`src/rtl/dice_pkg.sv`:
```
`default_nettype none
// ============================================================================
// Module   : dice_pkg
// Brief    : Shared FSM encoding, pip patterns and face helpers for dice_roller.
// Revision : 1.0
// ============================================================================
package dice_pkg;

    typedef enum logic [1:0] {
        ST_IDLE   = 2'd0,
        ST_TUMBLE = 2'd1,
        ST_SETTLE = 2'd2
    } state_t;

    // Pip order: [0]TL [1]TR [2]ML [3]C [4]MR [5]BL [6]BR
    localparam logic [6:0] PIPS_0 = 7'h00;
    localparam logic [6:0] PIPS_1 = 7'h08;
    localparam logic [6:0] PIPS_2 = 7'h41;
    localparam logic [6:0] PIPS_3 = 7'h49;
    localparam logic [6:0] PIPS_4 = 7'h63;
    localparam logic [6:0] PIPS_5 = 7'h6B;
    localparam logic [6:0] PIPS_6 = 7'h77;

    function automatic logic is_valid_face(input logic [2:0] v);
        return (v >= 3'd1) && (v <= 3'd6);
    endfunction

    function automatic logic [6:0] face_pips(input logic [2:0] v);
        logic [6:0] p;
        case (v)
            3'd1:    p = PIPS_1;
            3'd2:    p = PIPS_2;
            3'd3:    p = PIPS_3;
            3'd4:    p = PIPS_4;
            3'd5:    p = PIPS_5;
            3'd6:    p = PIPS_6;
            default: p = PIPS_0;
        endcase
        return p;
    endfunction

endpackage : dice_pkg
`default_nettype wire

```
`src/rtl/button_debounce.sv`:
```
`default_nettype none
// ============================================================================
// Module   : button_debounce
// Brief    : 2-flop synchroniser, stability counter and debounced rising-edge pulse.
// Revision : 1.0
// ============================================================================
module button_debounce #(
    parameter int DEBOUNCE_CYCLES = 4
) (
    input  logic clk,
    input  logic rst_n,
    input  logic btn_raw,
    output logic btn_level,
    output logic btn_rise
);

    localparam int CW = $clog2(DEBOUNCE_CYCLES + 1);
    localparam logic [CW-1:0] c_cnt_last = CW'(DEBOUNCE_CYCLES - 1);

    logic          r_sync1;
    logic          r_sync2;
    logic          r_level_d;
    logic [CW-1:0] r_cnt;

    // The counter tracks how many consecutive samples disagree with the accepted level.
    always_ff @(posedge clk or negedge rst_n) begin
        if (!rst_n) begin
            r_sync1   <= 1'b0;
            r_sync2   <= 1'b0;
            r_level_d <= 1'b0;
            r_cnt     <= '0;
            btn_level <= 1'b0;
        end else begin
            r_sync1   <= btn_raw;
            r_sync2   <= r_sync1;
            r_level_d <= btn_level;
            if (r_sync2 == btn_level) begin
                r_cnt <= '0;
            end else if (r_cnt == c_cnt_last) begin
                btn_level <= r_sync2;
                r_cnt     <= '0;
            end else begin
                r_cnt <= r_cnt + 1'b1;
            end
        end
    end

    assign btn_rise = btn_level & ~r_level_d;

endmodule : button_debounce
`default_nettype wire

```
`src/rtl/dice_roller.sv`:
```
`default_nettype none
// ============================================================================
// Module   : dice_roller
// Brief    : Roll FSM: debounced press, tumbling animation, settle on a face 1..6.
// Revision : 1.0
// ============================================================================
module dice_roller
    import dice_pkg::*;
#(
    parameter int DEBOUNCE_CYCLES = 4,
    parameter int TUMBLE_CYCLES   = 16,
    parameter int TUMBLE_STEP     = 2
) (
    input  logic       clk,
    input  logic       rst_n,
    input  logic [2:0] rand_value,
    input  logic       roll_btn,
    output logic [2:0] dice_value,
    output logic [6:0] dice_pips,
    output logic       rolling,
    output logic       done
);

    localparam int TW = $clog2(TUMBLE_CYCLES + 1);
    localparam int SW = $clog2(TUMBLE_STEP + 1);
    localparam logic [TW-1:0] c_tumble_load = TW'(TUMBLE_CYCLES - 1);
    localparam logic [SW-1:0] c_step_last   = SW'(TUMBLE_STEP - 1);

    state_t        r_state;
    logic [TW-1:0] r_tumble_cnt;
    logic [SW-1:0] r_step_cnt;
    logic          r_roll_req;
    logic          w_btn_level;
    logic          w_btn_rise;
    logic          w_face_ok;

    button_debounce #(
        .DEBOUNCE_CYCLES (DEBOUNCE_CYCLES)
    ) u_button_debounce (
        .clk       (clk),
        .rst_n     (rst_n),
        .btn_raw   (roll_btn),
        .btn_level (w_btn_level),
        .btn_rise  (w_btn_rise)
    );

    assign w_face_ok = is_valid_face(rand_value);

    // dice_pips is loaded alongside dice_value so the decode never lags the face.
    always_ff @(posedge clk or negedge rst_n) begin
        if (!rst_n) begin
            r_state      <= ST_IDLE;
            r_tumble_cnt <= '0;
            r_step_cnt   <= '0;
            r_roll_req   <= 1'b0;
            dice_value   <= 3'd0;
            dice_pips    <= PIPS_0;
            rolling      <= 1'b0;
            done         <= 1'b0;
        end else begin
            r_roll_req <= w_btn_rise & w_btn_level;
            done       <= 1'b0;
            case (r_state)
                ST_IDLE: begin
                    rolling <= 1'b0;
                    if (r_roll_req) begin
                        r_state      <= ST_TUMBLE;
                        r_tumble_cnt <= c_tumble_load;
                        r_step_cnt   <= '0;
                        rolling      <= 1'b1;
                    end
                end
                ST_TUMBLE: begin
                    r_tumble_cnt <= r_tumble_cnt - 1'b1;
                    if ((r_step_cnt == '0) && w_face_ok) begin
                        dice_value <= rand_value;
                        dice_pips  <= face_pips(rand_value);
                    end
                    r_step_cnt <= (r_step_cnt == c_step_last) ? '0 : r_step_cnt + 1'b1;
                    if (r_tumble_cnt == '0) begin
                        r_state <= ST_SETTLE;
                    end
                end
                ST_SETTLE: begin
                    if (w_face_ok) begin
                        dice_value <= rand_value;
                        dice_pips  <= face_pips(rand_value);
                        done       <= 1'b1;
                        r_state    <= ST_IDLE;
                    end
                end
                default: begin
                    r_state <= ST_IDLE;
                    rolling <= 1'b0;
                end
            endcase
        end
    end

endmodule : dice_roller
`default_nettype wire

```
`config.mk`:
```
export PLATFORM = sky130hd
export DESIGN_NAME = dice_roller
export DESIGN_NICKNAME = d
export VERILOG_FILES = /design/src/rtl/dice_pkg.sv /design/src/rtl/button_debounce.sv /design/src/rtl/dice_roller.sv
export SDC_FILE = /design/constraint.sdc
export NUM_CORES = 1
export LEC_CHECK = 0
export ABC_AREA = 1
export CAP_MARGIN = 20
export CELL_PAD_IN_SITES_DETAIL_PLACEMENT = 1
export CELL_PAD_IN_SITES_GLOBAL_PLACEMENT = 1
export CORE_UTILIZATION = 23
export DETAILED_ROUTE_END_ITERATION = 10
export PLACE_DENSITY_LB_ADDON = 0.3
export SKIP_CTS_REPAIR_TIMING = 1
export SLEW_MARGIN = 10
export SYNTH_ARGS = -nofsm -noshare
export SYNTH_HDL_FRONTEND = slang
export SYNTH_HIERARCHICAL = 1
export SYNTH_SLANG_ARGS = --single-unit
```
`constraint.sdc`:
```
create_clock -name clk -period 2.36 [get_ports clk]
set_clock_uncertainty 0.2 [all_clocks]
set_input_delay 0.236 -clock clk [delete_from_list [all_inputs] [get_ports clk]]
set_output_delay 0.236 -clock clk [all_outputs]
set_load 0.01 [all_outputs]
```
==> reports/qor.csv <==
metric;value;unit
status;finished, final reports clean;
global-route wire length before repair;4070;µm
drt initial violations;26;
top-count cell post-synth;nand2_1;
reg2reg start;r_state[1];
register clock-pin slew on the reported worst setup and hold paths;0.10;ns
Simple-Gate Fraction of Synth Area;21.8;%
crit-path most repeated cell;nand2_1;
Antenna diodes;0;
gp weighted congestion;0.828;
R2R cell count;7;
final setup fails;0;
R2R Setup Slk;0.50;ns
drc violations;0;
part of the cycle the worst path needs;78.8;%
synth top area cells;dfrtp_1, nand2_1, ha_1;
WP buf/inv;1;
mux share of post-synthesis cell area;0;%
Post-Route Setup TNS;0;ns
Root Driver;clkbuf_8;
arrival time worst endpoint;1.82;ns
Pleak;0.000710;µW
Top Family by Delay on Critical Path;simple AND/OR/NAND/NOR gates;
ys flop type;dfrtp_1;
Routed WL;2300;µm
cell row count;26;
crit start category;register;
top-area cell type share of the netlist area;53.4;%
Global Route Usage Sum;9.54;%
core area;5110;µm²
DIE HEIGHT;74.8;µm
Synth cell types;21;
nets;165;
Post-Synthesis Cells;134;
Synth Area in Adders;6.17;%
DP HPWL;1810;µm
Area Growth Syn to Fin;23.5;%
Yosys reg bits;26;
Mean Syn Cell Area;9.09;µm²
Layout Utilization;29.4;%
Hold/Removal Path Class;input port to async pin;
worst-path fanout max;12;
Post-synth EDFFs;0;
Clock Sinks;26;
Routed WL per cell;10.3;µm
register area share after synthesis;53.4;%
grt ovf;0;
Worst Setup End Kind;register;
Chip Width;74.8;µm
initial antenna violation count;0;
vias in the first global route;926;
main combinational cell family by area after synthesis;simple AND/OR/NAND/NOR gates;
drt pass-1 iters;4;
final hold vios;0;
Initial Utilization;23.8;%
RSZ-0062 raised after global routing;false;
maxcap violations;0;
post-DR vias/cell;4.03;
r2r endpoint;dice_pips[0];
most frequent cells after synthesis;nand2_1, dfrtp_1, inv_1;
Ys Warns;6;
Clock Path Buffers;2;
highest cell delay on the worst timing path;0.42;ns
syn nets;146;
fraction of layout cells with a size suffix above 1;10.5;%
Num CTS Buffers;3;
Worst VDD drop;0.384;mV
WP data required;2.32;ns
Post-Synth XOR/XNOR Area;0;%
Routed Antenna Nets;0;
Worst path slowest cell;dfrtp_1;
IO buf count;17;
worst-path cell chain;inv_1, ha_1, nand2_1, o22ai_2, nand2_2, nand2_1, o21ai_0;
crit path time final;1.86;ns
synthesized cell area;1220;µm²
Fmax achieved;538;MHz
Rel. slew slack;78.0;%
CTS H-tree depth;1;
DIE AREA;5590;µm²
Synth Area in Compound Gates;9.35;%
via count;894;
Synth area leader;dfrtp_1;
worst slew pin tran;0.329;ns
Async S/R FF share, synth;100;%
Final Slew Violations;0;
CTS tree;built;
crit path kind;register to register;
Power per Cell Area;1210;nW/µm²
Ports;18;
Clk Latency, worst-skew pair;0.27;ns
largest net degree at the start of global routing;27;
==> cells by family (layout without fill, tap and decap cells) <==
logic type / count (synthesis) / after routing
buffers and inverters: 25 / 43
adders and majority gates: 6 / 6
AOI/OAI and AO/OA: 16 / 16
DFF: 26 / 26
and+or+nand+nor: 61 / 61
==> sequential cells by signal, summed over array words and instances (netlist names) <==
name / cells
u_button_debounce/r_cnt: 3
rolling: 1
r_roll_req: 1
r_state: 2
u_button_debounce/r_level_d: 1
dice_pips: 4
u_button_debounce/r_sync1: 1
done: 1
r_tumble_cnt: 5
r_step_cnt: 2
u_button_debounce/btn_level: 1
u_button_debounce/r_sync2: 1
dice_value: 3
==> power by group <==
group	switching, µW	leakage, µW	internal, µW	total (µW)
clock network	139	0.0000288	149	288
registers	111	0.000326	614	725
logic	448	0.000356	361	809
total	698	0.000710	1120	1820
==> worst max path at each step <==
stage | startpoint | end | slack, ns | depth (start not counted)
floorplan | r_state[1] | dice_pips[0] | 0.72 | 8
global placement | r_state[1] | dice_pips[0] | 0.56 | 7
detailed placement | r_state[1] | dice_pips[5] | 0.51 | 7
CTS | r_state[1] | dice_pips[0] | 0.49 | 7
global route | r_state[1] | dice_pips[0] | 0.32 | 7
finish | r_state[1] | dice_pips[0] | 0.50 | 7
==> metrics by stage <==
step / setup WS (ns) / hold WS, ns / area (µm²) / power (µW) / cells
finish: 0.500 / 0.125 / 1500 / 1820 / 222
CTS: 0.488 / 0.135 / 1500 / 1860 / 222
global route: 0.323 / 0.161 / 1500 / 2000 / 222
detailed placement: 0.513 / 0.140 / 1450 / 1560 / 218
global placement: 0.563 / 0.143 / 1450 / 1530 / 218
floorplan: 0.721 / -0.260 / 1220 / 1280 / 134
==> metal layers <==
metal | GRT usage [%] | up-vias | share of wire [%]
met4 | 1.26 | 0 | 0
met1 | 11.9 | 423 | 47
met3 | 3.21 | 0 | 3.4
met2 | 16.4 | 12 | 49
met5 | 0 | - | 0
li1 | - | 459 | -
==> cell type report <==
cell class	count	area [µm²]
Fill cell	609	3600
Sequential cell	26	651
Multi-Input combinational cell	83	454
Timing Repair Buffer	18	178
Tap cell	70	87.6
Inverter	21	78.8
Clock buffer	4	55.1
==> cells in the final DEF (no fill, tap or decap), drive strengths merged <==
master,count
a21boi,1
a31oi,1
buf,1
clkbuf,4
clkdlybuf4s50,17
dfrtp,26
ha,6
inv,21
nand2,37
nand3,9
nand3b,1
nand4,3
nor2,9
nor3,1
o21ai,13
o22ai,1
or2,1
(Power assumes the default switching activity.)
